`src/rtl/systolic_pkg.sv`:
```
// Shared constants and types for the systolic array sequencer and its skew buffers.
package systolic_pkg;

   localparam int SYS_N   = 4;
   localparam int OP_W    = 8;
   localparam int ACC_W   = 32;
   localparam int RUN_LEN = 3 * SYS_N - 2;

   typedef enum logic [1:0] {
      IDLE,
      RUN,
      DRAIN,
      DONE
   } state_t;

   // Number of RUN cycles needed for the last operand pair to reach PE[N-1][N-1].
   function automatic int run_len(input int n);
      return 3 * n - 2;
   endfunction

   // Counter width that holds 0 .. 3N-2 without wrapping.
   function automatic int cnt_width(input int n);
      return $clog2(3 * n - 1);
   endfunction

endpackage

```
`src/rtl/systolic_skew_buffer.sv`:
```
// N skewed lanes: parallel load of a diagonally offset operand matrix, then
// shift toward slot 0 one slot per enabled cycle, zero-filling the far end.
module systolic_skew_buffer
   import systolic_pkg::*;
#(
   parameter int N      = SYS_N,
   parameter bit IS_COL = 1'b0
) (
   input  logic                              clk,
   input  logic                              rst,
   input  logic                              load,
   input  logic                              shift,
   input  logic [N-1:0][N-1:0][OP_W-1:0]     mat,
   output logic [N-1:0][2*N-2:0][OP_W-1:0]   lanes
);

   logic [N-1:0][2*N-2:0][OP_W-1:0] load_val;
   logic [N-1:0][2*N-2:0][OP_W-1:0] shifted;

   // Lane l slot s carries the operand whose index along the lane equals s-l;
   // rows walk along columns of A, cols walk along rows of B.
   for (genvar l = 0; l < N; l++) begin : g_lane
      for (genvar s = 0; s < 2*N-1; s++) begin : g_slot
         if (s >= l && s - l < N) begin : g_data
            if (IS_COL) begin : g_col
               assign load_val[l][s] = mat[s-l][l];
            end else begin : g_row
               assign load_val[l][s] = mat[l][s-l];
            end
         end else begin : g_zero
            assign load_val[l][s] = '0;
         end
      end
      assign shifted[l] = {OP_W'(0), lanes[l][2*N-2:1]};
   end

   // Load on acceptance, shift while the array runs, otherwise hold all lanes at zero.
   always_ff @(posedge clk or posedge rst) begin
      if (rst) begin
         lanes <= '0;
      end else if (load) begin
         lanes <= load_val;
      end else if (shift) begin
         lanes <= shifted;
      end else begin
         lanes <= '0;
      end
   end

endmodule

```
`src/rtl/systolic_sequencer.sv`:
```
// Sequencer for an N x N output-stationary systolic array: feeds skewed operands,
// runs the array for 3N-2 cycles, captures the accumulators and hands them off.
module systolic_sequencer
   import systolic_pkg::*;
#(
   parameter int N = SYS_N
) (
   input  logic                              i_clk,
   input  logic                              i_arst,
   input  logic                              i_start,
   input  logic [N-1:0][N-1:0][OP_W-1:0]     i_a,
   input  logic [N-1:0][N-1:0][OP_W-1:0]     i_b,
   output logic                              o_ready,
   output logic [N-1:0][2*N-2:0][OP_W-1:0]   o_row,
   output logic [N-1:0][2*N-2:0][OP_W-1:0]   o_col,
   output logic                              o_doProcess,
   input  logic [N-1:0][N-1:0][ACC_W-1:0]    i_c,
   output logic [N-1:0][N-1:0][ACC_W-1:0]    o_result,
   output logic                              o_valid,
   input  logic                              i_ready
);

   localparam int               CNT_W    = cnt_width(N);
   localparam logic [CNT_W-1:0] CNT_LAST = CNT_W'(run_len(N) - 1);

   state_t           state;
   state_t           state_next;
   logic [CNT_W-1:0] cnt;
   logic             accept;
   logic             run_last;

   // State register; reset always lands in IDLE so an interrupted run is abandoned.
   always_ff @(posedge i_clk or posedge i_arst) begin
      if (i_arst) begin
         state <= IDLE;
      end else begin
         state <= state_next;
      end
   end

   // Next-state and Moore outputs; a start outside IDLE is simply not looked at.
   always_comb begin
      state_next  = state;
      o_ready     = 1'b0;
      o_doProcess = 1'b0;
      o_valid     = 1'b0;
      accept      = 1'b0;
      run_last    = 1'b0;
      case (state)
         IDLE: begin
            o_ready = 1'b1;
            if (i_start) begin
               accept     = 1'b1;
               state_next = RUN;
            end
         end
         RUN: begin
            o_doProcess = 1'b1;
            if (cnt == CNT_LAST) begin
               run_last   = 1'b1;
               state_next = DRAIN;
            end
         end
         DRAIN: begin
            state_next = DONE;
         end
         DONE: begin
            o_valid = 1'b1;
            if (i_ready) begin
               state_next = IDLE;
            end
         end
         default: begin
            state_next = IDLE;
         end
      endcase
   end

   // RUN cycle counter: zero on entry, stops at the last count so it never wraps.
   always_ff @(posedge i_clk or posedge i_arst) begin
      if (i_arst) begin
         cnt <= '0;
      end else if (state == RUN && !run_last) begin
         cnt <= cnt + 1'b1;
      end else begin
         cnt <= '0;
      end
   end

   // Grab the accumulators at the end of DRAIN; the value persists until the next run.
   always_ff @(posedge i_clk or posedge i_arst) begin
      if (i_arst) begin
         o_result <= '0;
      end else if (state == DRAIN) begin
         o_result <= i_c;
      end
   end

   systolic_skew_buffer #(
      .N      (N),
      .IS_COL (1'b0)
   ) u_row_buf (
      .clk   (i_clk),
      .rst   (i_arst),
      .load  (accept),
      .shift (o_doProcess),
      .mat   (i_a),
      .lanes (o_row)
   );

   systolic_skew_buffer #(
      .N      (N),
      .IS_COL (1'b1)
   ) u_col_buf (
      .clk   (i_clk),
      .rst   (i_arst),
      .load  (accept),
      .shift (o_doProcess),
      .mat   (i_b),
      .lanes (o_col)
   );

endmodule

```
`config.mk`:
```
export PLATFORM = sky130hd
export DESIGN_NAME = systolic_sequencer
export DESIGN_NICKNAME = d
export VERILOG_FILES = /design/src/rtl/systolic_pkg.sv /design/src/rtl/systolic_skew_buffer.sv /design/src/rtl/systolic_sequencer.sv
export SDC_FILE = /design/constraint.sdc
export NUM_CORES = 1
export LEC_CHECK = 0
export ABC_CLOCK_PERIOD_IN_PS = 43700
export CAP_MARGIN = 20
export CORE_AREA = 8 8 674 676
export CTS_BUF_LIST = sky130_fd_sc_hd__clkbuf_2 sky130_fd_sc_hd__clkbuf_4 sky130_fd_sc_hd__clkbuf_8
export DETAILED_ROUTE_END_ITERATION = 10
export DIE_AREA = 0 0 682 684
export GPL_ROUTABILITY_DRIVEN = 0
export GPL_TIMING_DRIVEN = 0
export RECOVER_POWER = 50
export SETUP_SLACK_MARGIN = 0.5
export SLEW_MARGIN = 20
export SYNTH_ARGS = -nofsm -noshare
export SYNTH_HDL_FRONTEND = slang
export SYNTH_SLANG_ARGS = --single-unit
```
`constraint.sdc`:
```
create_clock -name i_clk -period 43.7 [get_ports i_clk]
set_input_delay 8.74 -clock i_clk [delete_from_list [all_inputs] [get_ports i_clk]]
set_output_delay 8.74 -clock i_clk [all_outputs]
set_load 0.005 [all_outputs]
```
After elaboration in Yosys (flattened, before gate mapping)
Index checks and enable logic that the tools add are counted.
Storage, ports and cells
  register bits: 966
  input bits: 772
  logic and storage cells: 102
Cells by class
  add/sub/neg operators: 1
  muxes and demuxes: 16
  eq/ne operators: 7
  reduce and logical (&&, ||, !) cells: 4
Operator list (number)
  2-to-1 mux 224 bit: 2
  2-to-1 mux 216 bit: 2
  case mux 2 bit (4 select lines): 1
  2-to-1 mux 1 bit: 7
  2-to-1 mux 2 bit: 3
  != test 2 bit (second input constant): 3
  adder 4 x 1 -> 4 bit (second input constant): 1
  == test 2 bit (second input constant): 2
  == test 4 bit (second input constant): 1
  2-to-1 mux 4 bit: 1
  AND reduction 3 bit: 1
  == test 2 x 1 -> 1 bit (second input constant): 1
  logical NOT 2 bit: 1
  logical AND 1 bit: 1
  logical NOT 1 bit: 1

Logic depth before layout (Yosys ltp)
Gate-level depths: netlist of run 1.
  depth after elaboration: 6
  depth in mapped cells: 7

Hierarchy
Synthesis of run 1 repeated with hierarchy kept, for this count alone.
Unflattened totals
  cells, all modules: 1984
  area total of the unflattened synthesis: 31878.1 um^2
Modules (own cells, without submodules)
  systolic_sequencer: instances 1, sequential area each 12962.4 um^2, area an instance 19343.6 um^2, cells each 1114
  systolic_skew_buffer: instances 2, sequential area each 4404.2 um^2, area an instance 6267.3 um^2, cells each 435

Worst setup path after synthesis of run 1
No wires, ideal clock.
  kind: input to register
  start point: input i_start
  end point: register state[1]
  arrival: 9.539 ns
  stages: 3
  path slack: 34.034 ns
  required time: 43.573 ns
  path through: inv_1 > a222oi_1 > mux2_1
Between the ends
  longest elaborated chain between the ends: 2
Ends and longest elaborated chain
  start: declaration: RTL line systolic_sequencer.sv:10  | input logic i_start,
  != test 2 bit (no line)
  AND reduction 3 bit (no line)
  end signal: assignment: RTL line systolic_sequencer.sv:37  | state <= state_next;
  end: declaration: RTL line systolic_sequencer.sv:26  | state_t state;
Every way passes these cells.
A chain may end at the register's enable or synchronous reset.

==> metrics.txt, run 1 <==
Final ANT Viol Nets 0; number of levels in the clock H-tree 4; Critical Path Fanout Max 89; port buffer count around 1600; Root Buffer clkbuf_8; insertion delay of the later-clocked pin in the worst-skew pair 1.00 ns; max-cap check violation count 11; Setup Crit Path Kind in -> async; buffers from clock root to sink, at most 4; actual slew at the worst max-slew pin 5.501 ns; CP top delay family buffers and inverters; area of the mapped netlist about 33000 um^2; total congestion overflow 0; # clock sinks 870; most area-hungry cell type in the Yosys netlist dfrtp_1; Clk pin slew, worst setup/hold paths roughly 0.070 ns; Cells after Synth around 2400; Worst EP arrival roughly 18 ns; Critical path buffers and inverters 4; run status complete, but fails checks; Vert. Die Dim 684 um; post-DP HPWL approximately 330000 um; Worst Hold Path Cells 2; Yosys warning count 0; combinational group share of total power 0.483; Period minus WS final between 15 and 20 ns; register share of total power 0.289; worst max-slew margin expressed relative to the limit -2.667; internal power roughly 2.6 mW; number of antenna violations at the first check in global routing around 360; reg-to-reg slack, setup around 39 ns; switch share 0.4207; number of hold violations in the final report 0; Final TNS setup 0 ns; part of the total power dissipated in the clock network 0.227; Seq/Total Area, Yosys 0.6687; detail-routed net length per standard cell roughly 35 um; core box area 443600 um^2; RSZ-0062 raised after global routing false; number of cells upsized or downsized after cts 0; final design utilization 0.1381; most area-consuming cells after synthesis dfrtp_1 (67%), mux2_2 (18%), nand2_1 (4.5%); max frequency approximately 54 MHz; failing checks capacitance limit, slew limit; class of the tightest hold or removal check reg -> reg; maximum cell stage delay along the critical path 3.97 ns; share of final-layout standard cells stronger than drive strength 1 0.2286; floorplan die area around 470000 um^2; required time reported for the critical path endpoint roughly 43 ns; number of register bits inferred by synthesis 870; CTS Hold Bufs 0; power density relative to cell area about 73 nW/um^2; post-detailed-routing wire length approximately 370000 um; Synth top area share 0.6687; Async SR Flop Fraction 1.000; total leakage power roughly 25 nW; kind of start point of the critical path input port; net count of the finished layout between 5000 and 6000; number of placement rows 245; NetSw approximately 1.9 mW; Synth Area per Inst between 10 and 15 um^2; router iterations before antenna repair 5; buffer count from post-CTS setup fixing 0; worst hold path endpoint u_col_buf.lanes[138]$_DFF_PP0_; horizontal die dimension ~680 um; sort of element at the end of the critical path asynchronous set/reset pin; global-route usage over all layers 0.1511; total setup violations reported at the end of the flow 0; via count of the first global-routing pass ~29000; count of flip-flops with a built-in enable after synthesis 0; startpoint of the worst-slack reg-to-reg timing path state[1]$_DFFE_PP0P_; dominant cell type by count on the critical path clkbuf_1; Initial Util 0.07339; Setup Skew 0.07115 ns; critical register-to-register path endpoint u_col_buf.lanes[196]$_DFF_PP0_; share of the cycle needed by the critical path after routing 0.4251; global-route wire length before repair 434300 um; Critical Path Slowest Stage Cell clkbuf_1; pin count of the biggest net entering global routing 102; Synth Flop Type dfrtp_1; worst hold-check slack 0.4666 ns; TritonCTS Buffers approximately 180; Max VDD drop ~0.027 mV; crit path launch i_arst; Area growth, synth to finish 88.23%; most used standard cell by instance count after synthesis dfrtp_1; DRC violations left 0; Netlist cell types 20; Worst Reg2Reg Path Length in Cells 7; routed via count divided by cell count about 2.8; fill cell total of the finished layout 49940; CTS tree done; most numerous cell types in the synthesized netlist dfrtp_1 (870), mux2_2 (512), nand2_1 (386); IO Count ~1700; final slew viol count around 710; count of vias placed by the detailed router just under 30000; initial DRC count approximately 2000; critical hold path startpoint u_col_buf.lanes[146]$_DFF_PP0_; worst path cell trace dlygate4sd3_1, clkinvlp_2, clkbuf_1, clkbuf_1
cell type report:
| cell class | instances | area, um^2 | share of cell area |
|---|---|---|---|
| Clock buffer | 267 | 3450 | 0.05629 |
| Buffer | 251 | 1416 | 0.02311 |
| Antenna cell | 103 | 257.7 | 0.004206 |
| Sequential cell | 870 | 21770 | 0.3553 |
| Inverter | 6 | 23.77 | 0.0003879 |
| Clock inverter | 44 | 616.8 | 0.01007 |
| Multi-Input combinational cell | 1365 | 9711 | 0.1585 |
| Timing Repair Buffer | 1659 | 16620 | 0.2712 |
| Tap cell | 5928 | 7417 | 0.1210 |
placed cells by master (no fill, tap or decap), types with 2 or more instances in the layout:
cell / synthesis / layout
clkinvlp_4: 0 / 7
dlygate4sd3_1: 0 / 513
buf_1: 10 / 9
bufinv_16: 0 / 13
nand3_1: 193 / 193
inv_8: 0 / 5
buf_16: 0 / 5
inv_1: 6 / 5
clkinv_4: 0 / 2
mux2_2: 512 / 511
buf_4: 97 / 96
ha_1: 6 / 6
clkbuf_4: 0 / 36
nor2_1: 5 / 5
and3_1: 160 / 160
clkbuf_2: 0 / 12
conb_1: 1 / 96
mux2_1: 1 / 2
buf_2: 81 / 81
nand2_1: 386 / 386
dfrtp_1: 870 / 870
clkinv_2: 0 / 15
clkbuf_1: 63 / 69
clkdlybuf4s50_1: 0 / 1123
clkbuf_8: 0 / 231
diode_2: 0 / 103
buf_12: 0 / 2
per-stage QoR:
| step | setup slack, ns | total power, mW | instances | instance area (um^2) |
|---|---|---|---|---|
| after floorplan | 10.51 | 1.855 | 2492 | 32910 |
| after global placement | -4.470 | 3.574 | 10060 | 56720 |
| after detailed placement | 31.73 | 3.596 | 10080 | 57270 |
| after CTS | 31.70 | 4.667 | 10390 | 61340 |
| after global routing | 23.37 | 4.734 | 10450 | 61180 |
| final | 25.12 | 4.480 | 10490 | 61280 |
logic make-up (layout without fill, tap and decap cells):
family,Yosys count,after routing,share of synthesized area
buffers and inverters,257,2227,0.04393
AOI/OAI and AO/OA,1,1,0.0003075
adders and majority gates,6,6,0.002306
other,1,199,0.0001152
xor gates and xnor gates,2,2,0.0005382
muxes,514,514,0.1778
DFF,870,870,0.6687
and+or+nand+nor,746,746,0.1063
state kept, by name, indices dropped and copies added, names as in the netlist:
signal           cells
o_result           512
u_col_buf.lanes    176
u_row_buf.lanes    176
cnt                  4
state                2
power by group through the flow:
stage	Sequential, mW	Combinational (mW)	Clock, mW
6_report	1.30	2.17	1.02
4_1_cts	1.30	2.30	1.07
3_5_place_dp	1.31	2.29	0
3_3_place_gp	1.30	2.27	0
2_1_floorplan	1.29	0.563	0
5_1_grt	1.33	2.30	1.10
tightest hold or removal path: cells and delay by family (launching register included):
kind | cells | cell delay (ns)
DFF | 1 | 0.35
and+or+nand+nor | 2 | 0.12
metal layers:
layer / part of all wire / global-route usage / wire length (um)
met5: 0.0016 / 0 / 581
met4: 0.040 / 0.04129 / 14840
met3: 0.13 / 0.08444 / 47580
met2: 0.51 / 0.2765 / 186400
met1: 0.32 / 0.1445 / 118100
worst max path at each step:
stage | end | slack (ns) | cells after the start
finish | u_row_buf.lanes[15]$_DFF_PP0_ | 25.12 | 4
global route | u_row_buf.lanes[15]$_DFF_PP0_ | 23.37 | 4
CTS | o_ready | 31.70 | 3
detailed placement | u_col_buf.lanes[176]$_DFF_PP0_ | 31.73 | 6
global placement | o_result[142]$_DFFE_PP0P_ | -4.47 | 2
floorplan | cnt[0]$_DFF_PP0_ | 10.51 | 1
Note: power is estimated with default switching activity, not from simulation.
==> inputs of run 2 (changes only) <==
--- a/config.mk
+++ b/config.mk
@@ -5,7 +5,7 @@
 export SDC_FILE = /design/constraint.sdc
 export NUM_CORES = 1
 export LEC_CHECK = 0
-export ABC_CLOCK_PERIOD_IN_PS = 43700
+export ABC_CLOCK_PERIOD_IN_PS = 18200
 export CAP_MARGIN = 20
 export CORE_AREA = 8 8 674 676
 export CTS_BUF_LIST = sky130_fd_sc_hd__clkbuf_2 sky130_fd_sc_hd__clkbuf_4 sky130_fd_sc_hd__clkbuf_8
==> constraint.sdc (replaced) <==
create_clock -name i_clk -period 18.2 [get_ports i_clk]
set_input_delay 3.64 -clock i_clk [delete_from_list [all_inputs] [get_ports i_clk]]
set_output_delay 3.64 -clock i_clk [all_outputs]
set_load 0.005 [all_outputs]
==> run 2 against run 1 <==
The flow still finishes with violations (capacitance limit, slew limit). Core utilization barely moved. Worst hold slack better by 0.0018 ns. Clock power is 140% higher. Setup slack worse by 18 ns. Via count fell by 3.1%.
==> metrics.txt, run 2 (synthesized netlist as in run 1, its figures left out) <==
fill cell total of the finished layout around 50000; combinational group share of total power 0.468; final slew viol count about 460; run status complete, but fails checks; worst max-slew margin expressed relative to the limit -0.5722; buffer count from post-CTS setup fixing 0; maximum cell stage delay along the critical path 1.34 ns; required time reported for the critical path endpoint slightly below 20 ns; final design utilization 0.1382; DRC violations left 0; port buffer count 1638; core box area 443600 um^2; post-DP HPWL ~290000 um; kind of start point of the critical path input port; count of vias placed by the detailed router around 29000; part of the total power dissipated in the clock network 0.235; number of placement rows approximately 250; initial DRC count ~1400; Worst EP arrival between 10 and 15 ns; Place WS around 12 ns; actual slew at the worst max-slew pin 2.358 ns; Critical Path Slowest Stage Cell clkbuf_1; crit path launch i_arst; internal power 6.218 mW; Setup Skew 0.08293 ns; worst path cell trace dlygate4sd3_1, clkinvlp_2, clkbuf_1, clkbuf_1, clkbuf_1, clkbuf_1, clkbuf_1, clkbuf_1, buf_12, buf_12; Max VDD drop 0.07822 mV; horizontal die dimension approximately 700 um; Top Registers o_result: 512 flops, u_col_buf.lanes: 176 flops, u_row_buf.lanes: 176 flops; total setup violations reported at the end of the flow 0; routed via count divided by cell count between 2 and 3; failing checks capacitance limit, slew limit; number of antenna violations at the first check in global routing ~240; floorplan die area between 400000 and 500000 um^2; total congestion overflow 0; pin count of the biggest net entering global routing 34; buffers from clock root to sink, at most 4; detail-routed net length per standard cell slightly above 30 um; global-route wire length before repair ~400000 um; # clock sinks 870; Root Buffer clkbuf_8; critical hold path startpoint u_col_buf.lanes[183]$_DFF_PP0_; CTS Hold Bufs 0; power density relative to cell area ~170 nW/um^2; max frequency 93.62 MHz; Vert. Die Dim just under 700 um; share of the cycle needed by the critical path after routing 0.5869; Area growth, synth to finish 88.25%; Critical Path Fanout Max 30; Final ANT Viol Nets 0; class of the tightest hold or removal check reg -> reg; sort of element at the end of the critical path asynchronous set/reset pin; Setup WS post-layout 7.518 ns; RSZ-0062 raised after global routing false; Final TNS setup 0 ns; max FFs per register 512; Clk pin slew, worst setup/hold paths ~0.060 ns; IO Count 1735; Most flops, register o_result; post-detailed-routing wire length 324900 um; total leakage power roughly 25 nW; startpoint of the worst-slack reg-to-reg timing path state[1]$_DFFE_PP0P_; insertion delay of the later-clocked pin in the worst-skew pair 0.98 ns; global-route usage over all layers 0.1338; commonest cells after routing, fill and taps aside clkdlybuf4s50_1 (1113), dfrtp_1 (870), dlygate4sd3_1 (514); net count of the finished layout 5131; Period minus WS final around 11 ns; number of hold violations in the final report 0; NetSw around 4.2 mW; Initial Util 0.07339; commonest non-fill, non-tap cell in the layout clkdlybuf4s50_1; share of final-layout standard cells stronger than drive strength 1 0.2299; max-cap check violation count 17; register share of total power 0.297; TritonCTS Buffers approximately 180; via count of the first global-routing pass just under 30000; dominant cell type by count on the critical path clkbuf_1; PnR Total Power 10.41 mW; number of cells upsized or downsized after cts 0; router iterations before antenna repair 5; Setup Crit Path Kind in -> async; CTS tree done; number of levels in the clock H-tree 4; switch share 0.4027
[run 2: cell types whose count changed in the layout (fill, tap and decap cells not counted), moves of 4 or more]
cell             delta
clkbuf_8           -14
clkbuf_4           +11
clkbuf_1           +22
buf_16              -4
clkbuf_2            -4
inv_8               -4
clkdlybuf4s50_1    -10
diode_2            -24
clkinvlp_4          +8
buf_12              +7
buf_2               +5
[run 2: layer usage]
layer / part of all wire / GRT usage / up-vias
met5: 0.0012 / 0 / -
met4: 0.043 / 0.04468 / 58
met3: 0.12 / 0.07014 / 625
met2: 0.52 / 0.2508 / 1657
met1: 0.31 / 0.1230 / 14430
li1: - / - / 11960
[run 2: power groups by stage]
stage	clock network (mW)	logic [mW]	registers (mW)
final	2.44	4.88	3.09
after CTS	2.56	5.19	3.10
after global routing	2.63	5.22	3.18
after detailed placement	0	5.17	3.12
after global placement	0	5.14	3.11
after floorplan	0	1.35	3.10
[run 2: worst paths after layout]
path | to | slack, ns | depth (start not counted)
max | o_result[137]$_DFFE_PP0P_ | 7.52 | 10
min | u_col_buf.lanes[175]$_DFF_PP0_ | 0.47 | 1
max reg2reg | u_row_buf.lanes[0]$_DFF_PP0_ | 13.58 | 7
min reg2reg | u_col_buf.lanes[175]$_DFF_PP0_ | 0.47 | 1
max in group i_clk | u_col_buf.lanes[6]$_DFF_PP0_ | 11.13 | 7
min in group asynchronous | o_result[351]$_DFFE_PP0P_ | 3.21 | 2
[run 2: cell type report]
cell class / instances / area, um^2 / area share
inverter: 6 / 23.77 / 0.0003879
multi-input combinational: 1365 / 9711 / 0.1584
antenna: 79 / 197.7 / 0.003226
buffer: 251 / 1406 / 0.02295
sequential: 870 / 21770 / 0.3552
timing repair buffer: 1675 / 16650 / 0.2717
clock inverter: 53 / 769.5 / 0.01256
tap: 5928 / 7417 / 0.1210
clock buffer: 264 / 3339 / 0.05449
[run 2: critical path: cells and delay by family]
kind | cells | cell delay, ns
buf+inv | 10 | 8.01
[run 2: metrics by stage]
| step | cell area [um^2] | std cells | hold WS, ns |
|---|---|---|---|
| 2_1_floorplan | 32920 | 2492 | 0.4588 |
| 4_1_cts | 61580 | 10410 | 0.4200 |
| 6_report | 61290 | 10490 | 0.4685 |
| 5_1_grt | 61230 | 10470 | 0.4597 |
| 3_3_place_gp | 56730 | 10060 | 0.4796 |
| 3_5_place_dp | 57470 | 10100 | 0.4786 |
==> inputs of run 3 (changes only) <==
--- a/config.mk
+++ b/config.mk
@@ -5,7 +5,7 @@
 export SDC_FILE = /design/constraint.sdc
 export NUM_CORES = 1
 export LEC_CHECK = 0
-export ABC_CLOCK_PERIOD_IN_PS = 18200
+export ABC_CLOCK_PERIOD_IN_PS = 9850
 export CAP_MARGIN = 20
 export CORE_AREA = 8 8 674 676
 export CTS_BUF_LIST = sky130_fd_sc_hd__clkbuf_2 sky130_fd_sc_hd__clkbuf_4 sky130_fd_sc_hd__clkbuf_8
==> constraint.sdc (replaced) <==
create_clock -name i_clk -period 9.85 [get_ports i_clk]
set_input_delay 1.97 -clock i_clk [delete_from_list [all_inputs] [get_ports i_clk]]
set_output_delay 1.97 -clock i_clk [all_outputs]
set_load 0.005 [all_outputs]
==> run 3 against run 2 <==
The flow still finishes with violations (capacitance limit, slew limit). Final cell count decreased by 0.36%. Total power up 85%. Global-route usage did not move. First-iteration DRC count down 3.6%. Clock power rose by 85%. Combinational power increased by 85%. Critical path depth unchanged. Critical endpoint is now o_result[140]$_DFFE_PP0P_. Highest routed layer unchanged.
==> metrics.txt, run 3 (synthesized netlist as in run 1, its figures left out) <==
max-cap check violation count 13; met2 Usage GRT 0.2508; worst hold path endpoint u_col_buf.lanes[175]$_DFF_PP0_; post-layout instance count excluding filler cells around 10000; Setup Skew between 0.08 and 0.09 ns; insertion delay of the later-clocked pin in the worst-skew pair roughly 1 ns; number of cells upsized or downsized after cts 0; total congestion overflow 0; Max VDD drop 0.1455 mV; routed via count divided by cell count between 2 and 3; DRC violations left 0; worst path cell trace dlygate4sd3_1, clkinvlp_2, clkbuf_1, clkbuf_1, buf_12, buf_12, buf_12, clkbuf_1, buf_12, buf_12; buffer count from post-CTS setup fixing 0; Critical path buffers and inverters 10; Critical Path Slowest Stage Cell clkbuf_1; commonest non-fill, non-tap cell in the layout clkdlybuf4s50_1; maximum cell stage delay along the critical path about 1.2 ns; area occupied by multi-input gates roughly 10000 um^2; reg-to-reg slack, setup between 5 and 6 ns; required time reported for the critical path endpoint about 11 ns; startpoint of the worst-slack reg-to-reg timing path state[1]$_DFFE_PP0P_; detail-routed net length per standard cell a little over 30 um; total area of sequential cells ~22000 um^2; kind of start point of the critical path input port; PnR Total Power around 19 mW; worst hold-check slack approximately 0.46 ns; total leakage power 25.13 nW; switch share 0.4025; part of the total power dissipated in the clock network 0.234; failing checks capacitance limit, slew limit; Vert. Die Dim around 680 um; Area growth, synth to finish 88.40%; number of antenna violations at the first check in global routing around 170; final slew viol count 274; commonest cells after routing, fill and taps aside clkdlybuf4s50_1 (1625), dfrtp_1 (870), mux2_2 (512); Initial Util 0.07339; Worst Hold Path Cells 1; post-route design area about 60000 um^2; number of hold violations in the final report 0; power density relative to cell area about 310 nW/um^2; max FFs per register around 500; post-detailed-routing wire length 325200 um; number of levels in the clock H-tree 4; Final ANT Viol Nets 0; IO Count roughly 1700; CTS Hold Bufs 0; Worst Reg2Reg Path Length in Cells 7; RSZ-0062 raised after global routing false; total setup violations reported at the end of the flow 0; global-route usage over all layers 0.1338; area post-placement around 57000 um^2; share of final-layout standard cells stronger than drive strength 1 0.2199; Setup Crit Path Kind in -> async; share of the cycle needed by the critical path after routing 0.6466; post-DP HPWL around 290000 um; max frequency ~160 MHz; fraction of met3 tracks used by global routing 0.07014; floorplan die area roughly 470000 um^2; total placed cells including tap cells 10100; met1 global-route usage 0.1230; net count of the finished layout approximately 5100; CP top delay family buffers and inverters; critical register-to-register path endpoint u_row_buf.lanes[0]$_DFF_PP0_; register share of total power 0.296; core box area 443600 um^2; Critical Path Fanout Max 30; internal power about 12 mW; class of the tightest hold or removal check reg -> reg; Clk pin slew, worst setup/hold paths around 0.060 ns; port buffer count ~1600; number of placement rows between 200 and 250; critical hold path startpoint u_col_buf.lanes[183]$_DFF_PP0_; Most flops, register o_result; NetSw 7.759 mW; Top Registers o_result: 512 flops, u_col_buf.lanes: 176 flops, u_row_buf.lanes: 176 flops; worst max-slew margin expressed relative to the limit -0.6074; router iterations before antenna repair 5; horizontal die dimension ~680 um; most crowded layer after global routing met2; CTS tree done; count of vias placed by the detailed router ~28000; via count of the first global-routing pass 29690; Root Buffer clkbuf_8; dominant cell type by count on the critical path buf_12; fill cell total of the finished layout ~50000; combinational group share of total power 0.470; pin count of the biggest net entering global routing 34; Worst EP arrival 7.49 ns; final design utilization 0.1383; run status complete, but fails checks; initial DRC count about 1400; buffers from clock root to sink, at most 4; TritonCTS Buffers 184; actual slew at the worst max-slew pin between 2 and 2.5 ns; global-route wire length before repair between 300000 and 400000 um; sort of element at the end of the critical path asynchronous set/reset pin; # clock sinks 870; Period minus WS final approximately 6.4 ns
-- run 3: layout make-up --
| class | instances | area share |
|---|---|---|
| Sequential cell | 870 | 0.3550 |
| Timing Repair Buffer | 1675 | 0.2750 |
| Multi-Input combinational cell | 1365 | 0.1583 |
| Tap cell | 5928 | 0.1209 |
| Clock buffer | 264 | 0.05445 |
| Buffer | 251 | 0.02175 |
| Clock inverter | 53 | 0.01255 |
| Antenna cell | 41 | 0.001673 |
| Inverter | 6 | 0.0003876 |
-- run 3: power by group through the flow --
stage / sequential [mW] / clock [mW] / combinational (mW)
after floorplan: 5.73 / 0 / 2.50
after global placement: 5.75 / 0 / 9.51
after detailed placement: 5.76 / 0 / 9.54
after CTS: 5.72 / 4.74 / 9.58
after global routing: 5.88 / 4.86 / 9.70
final: 5.71 / 4.51 / 9.05
-- run 3: how the worst max path moves through the flow --
stage | from | to | cells past startpoint
floorplan | i_arst | cnt[0]$_DFF_PP0_ | 1
global placement | i_arst | u_col_buf.lanes[63]$_DFF_PP0_ | 2
detailed placement | i_start | u_row_buf.lanes[0]$_DFF_PP0_ | 7
CTS | o_result[155]$_DFFE_PP0P_ | o_result[155] | 1
global route | i_arst | o_result[140]$_DFFE_PP0P_ | 10
finish | i_arst | o_result[140]$_DFFE_PP0P_ | 10
-- run 3: stage by stage --
step                setup TNS [ns]  worst slack (ns)
floorplan                 -3549.48            -4.080
global placement          -9709.65            -11.96
detailed placement               0             4.908
CTS                              0             5.052
global route                     0             2.716
finish                           0             3.481
-- run 3: per-layer routing --
layer	routed length, um	part of all wire
met4	13470	0.041
met5	368	0.0011
met3	38620	0.12
met2	170300	0.52
met1	102500	0.32
